$ cat config.mk
export PLATFORM = sky130hd
export DESIGN_NAME = mem_sram_ctrl
export DESIGN_NICKNAME = d
export VERILOG_FILES = /design/src/rtl/mem_sram_ctrl_pkg.sv /design/src/rtl/mem_sram_ctrl.sv
export SDC_FILE = /design/constraint.sdc
export NUM_CORES = 1
export LEC_CHECK = 0
export CORE_MARGIN = 2
export CORE_UTILIZATION = 25
export DETAILED_ROUTE_END_ITERATION = 10
export PLACE_DENSITY = 0.5
export REMOVE_ABC_BUFFERS = 1
export SLEW_MARGIN = 10
export SYNTH_ARGS = -nofsm -noshare
export SYNTH_HDL_FRONTEND = slang
export SYNTH_SLANG_ARGS = --single-unit
$ cat constraint.sdc
create_clock -name clk -period 2.45 [get_ports clk]
set_clock_uncertainty 0.1 [all_clocks]
set_input_delay 0.3675 -clock clk [delete_from_list [all_inputs] [get_ports clk]]
set_output_delay 0.3675 -clock clk [all_outputs]
set_load 0.01 [all_outputs]
$ cat src/rtl/mem_sram_ctrl_pkg.sv
// Shared types and constants for the MEM-stage asynchronous SRAM controller.
// Holds the request encodings, bus widths, FSM states and the SRAM strobe bundle.
package mem_sram_ctrl_pkg;

  localparam int MEMRW_W     = 2;
  localparam int DATA_W      = 32;
  localparam int DATA_ADDR_W = 32;
  localparam int SRAM_AW_DEF = 20;
  localparam int CNT_W       = 4;

  typedef enum logic [MEMRW_W-1:0] {
    MEMRW_IDLE  = 2'b00,
    MEMRW_READ  = 2'b01,
    MEMRW_WRITE = 2'b10,
    MEMRW_RSVD  = 2'b11
  } memrw_e;

  typedef enum logic [1:0] {
    ST_IDLE   = 2'd0,
    ST_SETUP  = 2'd1,
    ST_ACCESS = 2'd2,
    ST_DONE   = 2'd3
  } state_e;

  // Active-low chip/output/write enables plus the data-pad drive enable.
  typedef struct packed {
    logic ce_n;
    logic oe_n;
    logic we_n;
    logic data_oe;
  } strobe_t;

  localparam strobe_t STROBE_OFF = '{ce_n: 1'b1, oe_n: 1'b1, we_n: 1'b1, data_oe: 1'b0};

  // The reserved encoding 2'b11 behaves exactly like Idle.
  function automatic logic is_req(input logic [MEMRW_W-1:0] memrw);
    return (memrw == MEMRW_READ) || (memrw == MEMRW_WRITE);
  endfunction

endpackage

$ cat src/rtl/mem_sram_ctrl.sv
// MEM-stage responder that performs one word access on an asynchronous SRAM
// with programmable wait states, stalling the pipeline until completion.
module mem_sram_ctrl
  import mem_sram_ctrl_pkg::*;
#(
  parameter int WAIT_CYCLES = 2,
  parameter int SRAM_AW     = SRAM_AW_DEF
) (
  input  logic                   clk,
  input  logic                   rst,
  input  logic [MEMRW_W-1:0]     mem_memrw_i,
  input  logic [DATA_ADDR_W-1:0] mem_addr_i,
  input  logic [DATA_W-1:0]      mem_wdata_i,
  output logic [DATA_W-1:0]      mem_rdata_o,
  output logic                   mem_ack_o,
  output logic                   align_err_o,
  output logic                   stall_req_o,
  output logic [SRAM_AW-1:0]     sram_addr_o,
  output logic [DATA_W-1:0]      sram_wdata_o,
  output logic                   sram_data_oe_o,
  input  logic [DATA_W-1:0]      sram_rdata_i,
  output logic                   sram_ce_n_o,
  output logic                   sram_oe_n_o,
  output logic                   sram_we_n_o
);

  localparam logic [CNT_W-1:0] CNT_LOAD = CNT_W'(WAIT_CYCLES - 1);

  state_e             state, state_next;
  logic [CNT_W-1:0]   cnt, cnt_next;
  logic               req_write, req_write_next;
  strobe_t            strobe, strobe_next;
  logic [SRAM_AW-1:0] addr, addr_next;
  logic [DATA_W-1:0]  wdata, wdata_next;
  logic [DATA_W-1:0]  rdata, rdata_next;
  logic               ack, ack_next;
  logic               align_err, align_err_next;
  logic               new_write;

  // Address bits above the SRAM word range alias onto the same word.
  logic unused_addr_hi;
  assign unused_addr_hi = ^mem_addr_i[DATA_ADDR_W-1:SRAM_AW+2];

  assign new_write = (mem_memrw_i == MEMRW_WRITE);

  // Every registered output is computed for the state being entered, so the
  // pins change on the same edge as the state.
  always_comb begin
    // NOTE: every signal gets a default first so no path can infer a latch.
    state_next     = state;
    cnt_next       = cnt;
    req_write_next = req_write;
    strobe_next    = STROBE_OFF;
    addr_next      = addr;
    wdata_next     = wdata;
    rdata_next     = rdata;
    ack_next       = 1'b0;
    align_err_next = 1'b0;

    unique case (state)
      ST_IDLE: begin
        if (is_req(mem_memrw_i)) begin
          if (mem_addr_i[1:0] != 2'b00) begin
            state_next     = ST_DONE;
            ack_next       = 1'b1;
            align_err_next = 1'b1;
            rdata_next     = '0;
          end else begin
            state_next          = ST_SETUP;
            req_write_next      = new_write;
            addr_next           = mem_addr_i[SRAM_AW+1:2];
            if (new_write) wdata_next = mem_wdata_i;
            strobe_next.ce_n    = 1'b0;
            strobe_next.oe_n    = new_write;
            strobe_next.data_oe = new_write;
          end
        end
      end

      ST_SETUP: begin
        state_next          = ST_ACCESS;
        cnt_next            = CNT_LOAD;
        strobe_next.ce_n    = 1'b0;
        strobe_next.oe_n    = req_write;
        strobe_next.we_n    = !req_write;
        strobe_next.data_oe = req_write;
      end

      ST_ACCESS: begin
        if (cnt == '0) begin
          state_next = ST_DONE;
          ack_next   = 1'b1;
          // Write data stays on the pads through DONE to cover hold after we_n rises.
          strobe_next.data_oe = req_write;
          if (!req_write) rdata_next = sram_rdata_i;
        end else begin
          cnt_next            = cnt - 1'b1;
          strobe_next.ce_n    = 1'b0;
          strobe_next.oe_n    = req_write;
          strobe_next.we_n    = !req_write;
          strobe_next.data_oe = req_write;
        end
      end

      ST_DONE: state_next = ST_IDLE;

      default: state_next = ST_IDLE;
    endcase
  end

  always_ff @(posedge clk) begin
    // NOTE: sequential state uses non-blocking assignments so all registers
    // sample pre-edge values; reset is synchronous and checked first.
    if (rst) begin
      state     <= ST_IDLE;
      cnt       <= '0;
      req_write <= 1'b0;
      strobe    <= STROBE_OFF;
      addr      <= '0;
      wdata     <= '0;
      rdata     <= '0;
      ack       <= 1'b0;
      align_err <= 1'b0;
    end else begin
      state     <= state_next;
      cnt       <= cnt_next;
      req_write <= req_write_next;
      strobe    <= strobe_next;
      addr      <= addr_next;
      wdata     <= wdata_next;
      rdata     <= rdata_next;
      ack       <= ack_next;
      align_err <= align_err_next;
    end
  end

  assign stall_req_o = !rst && (((state == ST_IDLE) && is_req(mem_memrw_i)) ||
                                (state == ST_SETUP) || (state == ST_ACCESS));

  assign mem_rdata_o    = rdata;
  assign mem_ack_o      = ack;
  assign align_err_o    = align_err;
  assign sram_addr_o    = addr;
  assign sram_wdata_o   = wdata;
  assign sram_data_oe_o = strobe.data_oe;
  assign sram_ce_n_o    = strobe.ce_n;
  assign sram_oe_n_o    = strobe.oe_n;
  assign sram_we_n_o    = strobe.we_n;

endmodule

Yosys cells after proc, flatten, opt, wreduce, memory -nomap -nowiden
Index checks and enable logic that the tools add are counted.

Output and inout bits: 91. Logic and storage cells: 67. Bits of input ports: 100. Flip-flop bits (word level): 97.

Mux-type cells: 23. Bitwise operators: 2. Reductions and logical operators: 19. Equality and inequality tests: 10. Add/sub/neg operators: 1.

Operator list (count): $mux W32 (4); $pmux W32 S2 (1); $mux W2 (5); $ne A2 B2 Y1 const B (5); $pmux W2 S4 (1); $pmux W4 S2 (1); $eq A2 B2 Y1 const B (3); $pmux W1 S2 (3); $pmux W2 S3 (1); $reduce_bool A2 Y1 (3); $mux W1 (5); $reduce_and A5 Y1 (1); $eq A2 B1 Y1 const B (2); $logic_not A4 Y1 (1); $mux W4 (1); $reduce_and A2 Y1 (2); $reduce_and A4 Y1 (1); $reduce_or A2 Y1 (2); $sub A4 B1 Y4 const B (1); $logic_or A1 B1 Y1 (3); $mux W3 (1); $reduce_and A3 Y1 (1); $logic_and A1 B1 Y1 (2); $logic_not A1 Y1 (2); other kinds (2) (3).

Logic depth before layout (Yosys ltp)
Gate-level depths: netlist of run 1.

Word-level depth: 6. Mapped depth: 8. Depth with buffers taken out: 5.

Worst setup path after synthesis of run 1
No wires, ideal clock.

Path type: input-to-reg. Start point: input mem_memrw_i[0]. End point: register wdata[3] (netlist: sram_wdata_o[3]). Arrival time: 1.704 ns. Stages: 7. Path slack: 0.514 ns. Required time: 2.218 ns. Setup time: 0.132 ns. Path buffers: 2. Cell sequence: inv_1 -> ha_1 -> or4b_1 -> buf_2 -> buf_6 -> o21ai_0 -> a21oi_1.

Word-level cells in the longest chain between the ends: 3. Elaborated cells between the ends (all ways): 4. Those cells by class: 2 x eq/ne; 2 x reduce/logical.

Ends and longest elaborated chain: from (decl) (RTL line mem_sram_ctrl.sv:11) `input logic [MEMRW_W-1:0] mem_memrw_i,`; $eq A2 B1 Y1 / $eq A2 B2 Y1 (equally long branches) (RTL line mem_sram_ctrl_pkg.sv:37, mem_sram_ctrl.sv:44); $logic_or A1 B1 Y1 (RTL line mem_sram_ctrl_pkg.sv:37) `return (memrw == MEMRW_READ) || (memrw == MEMRW_WRITE);`; $reduce_and A4 Y1 (no source line) *; to (signal assigned) (RTL line mem_sram_ctrl.sv:130) `wdata <= wdata_next;`; to (decl) (RTL line mem_sram_ctrl.sv:34) `logic [DATA_W-1:0] wdata, wdata_next;`.

Every way passes the cells marked *; elsewhere a longest branch is shown, timed or not. A chain may end at the register's enable or synchronous reset.

Final worst setup path of run 1
Start point: input mem_memrw_i[0]. End point: register wdata[23] (netlist: sram_wdata_o[23]).

Same word-level chain as after synthesis.

==> results of run 1 <==
[registers in the layout, indices dropped and copies added, names as in the netlist]
register,cells
sram_oe_n_o,1
sram_we_n_o,1
cnt,4
mem_rdata_o,32
align_err_o,1
state,2
req_write,1
mem_ack_o,1
sram_data_oe_o,1
sram_ce_n_o,1
sram_addr_o,20
sram_wdata_o,32
[power breakdown]
part	switching [mW]	internal [mW]	total, mW
registers	0.0892	1.74	1.83
logic	0.784	0.742	1.53
clock network	0.603	0.816	1.42
[synthesized netlist by cell type (all sizes together)]
library cell  count
a22o              1
nor3b             1
nand2b            2
clkbuf           16
nand4bb           1
and3              1
nor3              1
o32ai            32
o2bb2ai           1
a221oi            1
or2               1
or4b              1
mux2i             1
nand3            33
o21ai            33
or3b              1
or3               1
o2111ai           1
dfxtp            97
buf              25
a21boi            2
nand2            78
a32o              2
nor4b             1
o31ai             1
ha                7
nor2              6
a211o             2
a21oi            56
a22oi             1
a221o             1
inv              41
a211oi            1
o221a             1
[metal layers]
layer | track usage (%) | routed length [microns] | up-vias | part of all wire [%]
li1 | - | - | 1885 | -
met1 | 16.8 | 5220 | 1744 | 44
met2 | 24.0 | 5420 | 140 | 45
met3 | 5.32 | 1130 | 13 | 9.4
met4 | 5.82 | 202 | 0 | 1.7
met5 | 0 | 0 | - | 0
[kinds of logic after synthesis]
group | Yosys count
AO/OA/AOI/OAI | 136
adder cells (fa/ha/maj) | 7
buffers and inverters | 82
flip-flops | 97
multiplexers | 1
AND/OR/NAND/NOR | 128
[how the worst max path moves through the flow]
stage                                startpoint                            end  slack [ns]
after global placement           mem_memrw_i[0]   sram_wdata_o[0]$_SDFFE_PP0P_       -0.12
after global routing             mem_memrw_i[0]   sram_wdata_o[1]$_SDFFE_PP0P_        0.08
final                            mem_memrw_i[0]  sram_wdata_o[23]$_SDFFE_PP0P_        0.17
after CTS                 state[0]$_SDFFE_PP0P_                    stall_req_o        0.18
after detailed placement         mem_memrw_i[0]  sram_wdata_o[23]$_SDFFE_PP0P_       -0.17
after floorplan           state[0]$_SDFFE_PP0P_      sram_data_oe_o$_SDFF_PP0_       -0.20
[area by class of cell]
| class | count | area (sq um) |
|---|---|---|
| tap | 188 | 235 |
| clock buffer | 11 | 243 |
| clock inverter | 5 | 55.1 |
| sequential | 97 | 1940 |
| timing repair buffer | 194 | 1970 |
| inverter | 41 | 154 |
| fill | 1493 | 9060 |
| multi-input combinational | 272 | 1550 |
[through the flow]
stage                     hold slack (ns)  utilization (%)  setup TNS (ns)
after floorplan                     0.337                -           -7.86
after global placement              0.344             38.5           -3.39
after detailed placement            0.347             38.5           -4.28
after CTS                           0.283             40.4               0
after global routing                0.307             40.4               0
final                               0.291             40.4               0
==> results.tsv, run 1 <==
metric	value	unit
Worst Hold Class	primary input to flop	
simple-gate share of the synthesized area	14.9	%
Final ANT Viol Nets	0	
DR DRC count	0	
final hold vios	0	
Core Area	0.0152	sq mm
ratio of cells with drive above 1 in the final layout	5.81	%
Adder-Cell Fraction of Synth Area	2.25	%
Initial Util	25.6	%
dpl hpwl	7.88	mm
register area share after synthesis	49.9	%
Worst-path clk slew	0.06	ns
worst path cell trace	clkdlybuf4s50_1 > inv_1 > ha_1 > or4b_2 > buf_12 > o21ai_0 > a21oi_1	
Yosys reg bits	97	
Post-Synth XOR/XNOR Area	0	%
Max H-tree Level	3	
maximum clock rate	439	MHz
CP top delay family	buffers and inverters	
wire length per cell	14.8	microns
CP Launch Type	primary input	
worst path arrival time	2.37	ns
final WL	12.0	mm
RR Startpoint	state[1]$_SDFFE_PP0P_	
total number of cells along the worst setup path	7	
setup bufs post-CTS	0	
root buffer cell	clkbuf_16	
# setup viols final	0	
post-cts repair resize count	1	
die area	0.0166	sq mm
grt ovf	0	
commonest non-fill, non-tap cell in the layout	clkdlybuf4s50_1	
crit-path max FO	53	
Max Slew Vio Count	0	
CTS Buf Count	9	
Total Power	4.78	mW
Worst Hold Launch	rst	
Place WS	-0.166	ns
fin crit period	2.28	ns
CTS sink cnt	97	
yosys warns	0	
RR Endpoint	sram_wdata_o[23]$_SDFFE_PP0P_	
Synth area leader	dfxtp_1	
outcome	finished clean	
r2r setup slk	0.39	ns
number of antenna diodes	0	
post-synthesis mux area share	0.257	%
drt first pass iters	4	
post-synthesis cell type count	38	
CTS tree	built	
Slew HR	46.1	%
Port-buffer cells	180	
clk buf depth	2	
CP Class	primary input to flop	
initial antenna violation count	0	
RD Place Congestion	0.747	
Clock Latency Late Sink	0.34	ns
largest net degree at the start of global routing	71	
DP Area	0.00585	sq mm
IO Count	191	
dpl cells	792	
GRT Overall Usage	14.4	%
RSZ-0062 raised after global routing	false	
data required time of the worst path	2.54	ns
final cell count without fillers	808	
crit path buf inv count	3	
Worst path slowest cell	or4b_2	
Chip Height	129	microns
Leakage	2.11	nW
Worst Hold Depth	2	
commonest non-fill, non-tap cells in the layout	178 x clkdlybuf4s50_1, 97 x dfxtp_1, 78 x nand2_1	
Synth Area in Compound Gates	22.5	%
maxcap violations	0	
crit end category	flop	
main combinational cell family by area after synthesis	compound AO/OA/AOI/OAI gates	
syn_area_per_cell	8.63	sq um
row count	45	
worst-margin pin slew	0.808	ns
reg2reg path depth	6	
Hold EP	align_err_o$_SDFF_PP0_	
synth top area cells	dfxtp_1 50%, nand2_1 7.5%, a21oi_1 7.2%	
Die X	129	microns
area grow syn2layout	57.9	%
Largest stage delay, worst path	0.66	ns
Yosys top cell area share	49.9	%
initial drt markers	265	
Final Cycle Share	93.0	%
area of the mapped netlist	0.00389	sq mm
final instance area	0.00614	sq mm
first-pass GRT wire length	19.0	mm
via-per-instance ratio	4.68	
Final WS setup	0.171	ns
power per cell area	778	mW/mm^2
Hold-fix buffers, CTS	0	
vias in the first global route	3914	
Final #Nets	722	
peak supply drop	402	uV
via count	3782	
Mapped Cells	451	
No activity file was read; power rests on OpenSTA's default activity.
==> run 2: changes to the inputs <==
- CORE_UTILIZATION: 25 -> 40
- PLACE_DENSITY: 0.5 -> 0.76
==> results.tsv, run 2 (synthesized netlist as in run 1, its figures left out) <==
metric	value	unit	change
outcome	finished clean		
worst path arrival time	1.78	ns	-0.59 ns
Clock Latency Late Sink	0.35	ns	about the same
Hold-fix buffers, CTS	0		unchanged
final WL	10.9	mm	-9.0%
final instance area	0.00593	sq mm	-3.5%
CTS sink cnt	97		unchanged
area grow syn2layout	52.3	%	
DR DRC count	0		unchanged
Die X	103	microns	-20%
ratio of cells with drive above 1 in the final layout	5.65	%	-0.16 points
dpl hpwl	7.53	mm	-4.5%
number of antenna diodes	0		unchanged
combinational group share of total power	35.1	%	+3.2 points
power per cell area	727	mW/mm^2	-6.5%
via-per-instance ratio	5.09		+8.8%
CP Launch Type	flop		
crit-path max FO	9		-83%
Core Area	0.00959	sq mm	-37%
clk buf depth	2		unchanged
Total Power	4.31	mW	-9.8%
GRT Overall Usage	20.5	%	+6.1 points
RSZ-0062 raised after global routing	false		
final core occ	61.8	%	+21 points
Max H-tree Level	3		unchanged
sequential power share	42.5	%	+4.1 points
vias in the first global route	3723		-4.9%
wire length per cell	14.5	microns	-2.4%
CP Class	flop to primary output		
switching pwr	1.45	mW	-2.0%
root buffer cell	clkbuf_8		
grt ovf	0		unchanged
initial antenna violation count	0		unchanged
Pint	2.86	mW	-13%
data required time of the worst path	1.98	ns	-0.56 ns
Worst Hold Class	flop to flop		
Max Slew Vio Count	0		unchanged
Leakage	2.04	nW	-3.0%
first-pass GRT wire length	17.2	mm	-9.5%
peak supply drop	509	uV	+27%
commonest non-fill, non-tap cells in the layout	178 x clkdlybuf4s50_1, 97 x dfxtp_1, 78 x nand2_1		
fin crit period	2.25	ns	-0.0271 ns
Initial Util	40.6	%	+15 points
initial drt markers	92		-65%
row count	36		-20%
worst-margin pin slew	0.517	ns	-0.291 ns
Slew HR	65.6	%	+19 points
IO Count	191		unchanged
maximum clock rate	444	MHz	+1.2%
RD Place Congestion	0.756		+1.2%
final hold vios	0		unchanged
Chip Height	103	microns	-20%
maxcap violations	0		unchanged
# setup viols final	0		unchanged
crit end category	primary output		
die area	0.0105	sq mm	-36%
Port-buffer cells	180		unchanged
via count	3834		+1.4%
Final Cycle Share	91.9	%	-1.1 points
CTS tree	built		
CTS Buf Count	9		unchanged
Switching Share	33.6	%	+2.7 points
Worst-path clk slew	0.09	ns	+0.03 ns
drt first pass iters	4		unchanged
Final #Nets	722		unchanged
Clk pwr share	22.5	%	-7.2 points
DP Area	0.00575	sq mm	-1.6%
largest net degree at the start of global routing	54		-24%
commonest non-fill, non-tap cell in the layout	clkdlybuf4s50_1		
Final ANT Viol Nets	0		unchanged
## run 2: cell types whose count changed in the layout (fill, tap and decap cells not counted), moves of 2 or more
cell | previous run | this run
clkbuf_8 | 1 | 9
inv_6 | 0 | 2
clkbuf_16 | 9 | 0
buf_12 | 5 | 3
## run 2: routing by layer
layer / up-vias / GRT usage [%] / routed length, microns
met5: - / 0 / 0
met4: 0 / 6.97 / 165
met3: 16 / 8.41 / 1120
met2: 153 / 35.3 / 5190
met1: 1784 / 22.9 / 4430
li1: 1881 / - / -
## run 2: final cells by class
| cell class | count | area (sq um) |
|---|---|---|
| clock buffer | 10 | 128 |
| clock inverter | 6 | 50.0 |
| fill | 849 | 3670 |
| inverter | 41 | 154 |
| multi-input combinational | 272 | 1550 |
| sequential | 97 | 1940 |
| tap | 133 | 166 |
| timing repair buffer | 194 | 1940 |
## run 2: worst paths after layout
kind              slack (ns)                       endpoint                    startpoint  depth (start not counted)
hold reg to reg         0.36   sram_addr_o[12]$_SDFFE_PP0P_  sram_addr_o[12]$_SDFFE_PP0P_                          2
setup reg to reg        0.41  sram_wdata_o[10]$_SDFFE_PP0P_         state[0]$_SDFFE_PP0P_                          6
hold / removal          0.36   sram_addr_o[12]$_SDFFE_PP0P_  sram_addr_o[12]$_SDFFE_PP0P_                          2
setup / recovery        0.20                    stall_req_o         state[0]$_SDFFE_PP0P_                          5
## run 2: power by group through the flow
stage / logic [mW] / registers [mW] / clock network [mW]
after global placement: 1.47 / 1.86 / 0
after floorplan: 0.659 / 1.92 / 0
final: 1.51 / 1.83 / 0.968
after detailed placement: 1.51 / 1.87 / 0
after global routing: 1.63 / 1.85 / 1.07
after CTS: 1.51 / 1.83 / 0.999
## run 2: stage by stage
step                      setup TNS (ns)  setup slack [ns]  cells  hold slack [ns]
after floorplan                    -7.86            -0.198    410            0.337
after global placement           -0.0545           -0.0545    737            0.341
after detailed placement          -0.255           -0.0686    737            0.348
after CTS                              0             0.192    753            0.361
after global routing                   0            0.0554    753            0.381
final                                  0             0.198    753            0.357
## run 2: worst max-delay path: stages, from the launching register on
cell and delay [ns]:
dfxtp_1 0.40, inv_1 0.09, ha_1 0.30, nor2_1 0.25
a21oi_1 0.10, dlygate4sd2_1 0.29
## run 2: repair_timing
| action | CTS | global route |
|---|---|---|
| hold endpoints to repair | 0 | 0 |
| setup endpoints to repair | 1 | 0 |
| setup buffers | 0 | 0 |
| gates resized for setup | 1 | 0 |
==> run 3: changes to the inputs <==
- SKIP_CTS_REPAIR_TIMING: unset -> 1
- SKIP_LAST_GASP: unset -> 1
==> results.tsv, run 3 (synthesized netlist as in run 1, its figures left out) <==
metric	value	unit	change
crit end category	flop		
Die X	103	microns	unchanged
IO Count	191		unchanged
Worst-path clk slew	0.09	ns	about the same
die area	0.0105	sq mm	unchanged
dpl hpwl	7.53	mm	unchanged
commonest non-fill, non-tap cells in the layout	178 x clkdlybuf4s50_1, 97 x dfxtp_1, 78 x nand2_1		
root buffer cell	clkbuf_8		
fill cell count	849		unchanged
CTS tree	built		
maximum clock rate	468	MHz	+5.4%
RSZ-0062 raised after global routing	false		
Multi-input gate area	0.00155	sq mm	+0.16%
via count	3827		-0.18%
CTS sink cnt	97		unchanged
vias in the first global route	3723		unchanged
largest net degree at the start of global routing	54		unchanged
Final #Nets	722		unchanged
Final ANT Viol Nets	0		unchanged
commonest non-fill, non-tap cell in the layout	clkdlybuf4s50_1		
ratio of cells with drive above 1 in the final layout	5.81	%	+0.16 points
fin crit period	2.14	ns	-0.116 ns
Clock Latency Late Sink	0.35	ns	about the same
Initial Util	40.6	%	unchanged
worst-margin pin slew	0.517	ns	-0.000170 ns
crit-path max FO	36		+27
final hold vios	0		unchanged
first-pass GRT wire length	17.2	mm	unchanged
CTS Buf Count	9		unchanged
RD Place Congestion	0.756		unchanged
Worst path slowest cell	or4b_1		
final WL	10.9	mm	about the same
# setup viols final	0		unchanged
met2 WL	5.20	mm	+0.33%
initial drt markers	99		+7.6%
Core Area	0.00959	sq mm	unchanged
clk buf depth	2		unchanged
worst path arrival time	2.26	ns	+0.48 ns
maxcap violations	0		unchanged
Largest stage delay, worst path	0.50	ns	+0.10 ns
initial antenna violation count	0		unchanged
DR DRC count	0		unchanged
CP Class	primary input to flop		
wl on met1	4.43	mm	+0.14%
Worst Hold Class	flop to flop		
peak supply drop	506	uV	-0.56%
row count	36		unchanged
Max Slew Vio Count	0		unchanged
via-per-instance ratio	5.08		-0.18%
drt first pass iters	4		unchanged
CP Launch Type	primary input		
area grow syn2layout	52.5	%	
grt ovf	0		unchanged
wire length per cell	14.5	microns	about the same
WL met3	1.10	mm	-1.6%
outcome	finished clean		
final cell count without fillers	753		unchanged
dpl cells	737		unchanged
Port-buffer cells	180		unchanged
power per cell area	727	mW/mm^2	about the same
Slew HR	65.6	%	about the same
Max H-tree Level	3		unchanged
Final Cycle Share	87.2	%	-4.7 points
worst path cell trace	clkdlybuf4s50_1 > inv_1 > ha_1 > or4b_1 > buf_4 > o21ai_0 > a21oi_1		
GRT Overall Usage	20.5	%	unchanged
Chip Height	103	microns	unchanged
Total Power	4.32	mW	+0.15%
data required time of the worst path	2.57	ns	+0.59 ns
number of antenna diodes	0		unchanged
DR top layer	met4		
Leakage	2.05	nW	+0.55%
Seq. cell area	0.00194	sq mm	unchanged
-- run 3: cell types whose count changed in the layout (fill, tap and decap cells not counted), sizes merged --
cell and delta:
dlymetal6s2s +1, dlygate4sd2 -1
-- run 3: area by class of cell --
| type | instances | share of cell area, % |
|---|---|---|
| Multi-Input combinational cell | 272 | 26.2 |
| Tap cell | 133 | 2.80 |
| Clock inverter | 6 | 0.843 |
| Timing Repair Buffer | 194 | 32.7 |
| Sequential cell | 97 | 32.7 |
| Clock buffer | 10 | 2.15 |
| Inverter | 41 | 2.59 |
-- run 3: final timing paths --
kind,depth (start not counted),slack (ns),to,from
min,2,0.36,sram_addr_o[12]$_SDFFE_PP0P_,sram_addr_o[12]$_SDFFE_PP0P_
max reg2reg,6,0.41,sram_wdata_o[10]$_SDFFE_PP0P_,state[0]$_SDFFE_PP0P_
max,7,0.31,sram_wdata_o[10]$_SDFFE_PP0P_,mem_memrw_i[0]
min reg2reg,2,0.36,sram_addr_o[12]$_SDFFE_PP0P_,sram_addr_o[12]$_SDFFE_PP0P_
-- run 3: stage by stage --
stage	hold WS [ns]	area (sq um)	utilization [%]	setup WS, ns	TNS, ns
final	0.357	5930	61.9	0.314	0
after global placement	0.341	5750	60.0	-0.0545	-0.0545
after global routing	0.381	5930	61.9	0.235	0
after floorplan	0.337	3650	-	-0.198	-7.86
after detailed placement	0.348	5750	60.0	-0.0686	-0.255
after CTS	0.361	5930	61.8	-0.0730	-0.0730
-- run 3: worst max-delay path, delay by kind of cell --
family	cells	cell delay, ns
compound gates	2	0.31
simple gates	1	0.50
buf+inv	3	0.75
fa+ha+maj	1	0.31
-- run 3: routing by layer --
layer | global-route usage [%] | vias to the layer above
met5 | 0 | -
met4 | 6.97 | 0
met3 | 8.41 | 16
met2 | 35.3 | 147
met1 | 22.9 | 1784
li1 | - | 1880
-- run 3: where the power goes --
group / total (mW) / internal [mW] / switching [mW] / leakage, nW
logic: 1.52 / 0.741 / 0.777 / 1.18
registers: 1.83 / 1.74 / 0.0877 / 0.786
clock network: 0.969 / 0.385 / 0.584 / 0.0892
total: 4.32 / 2.87 / 1.45 / 2.05
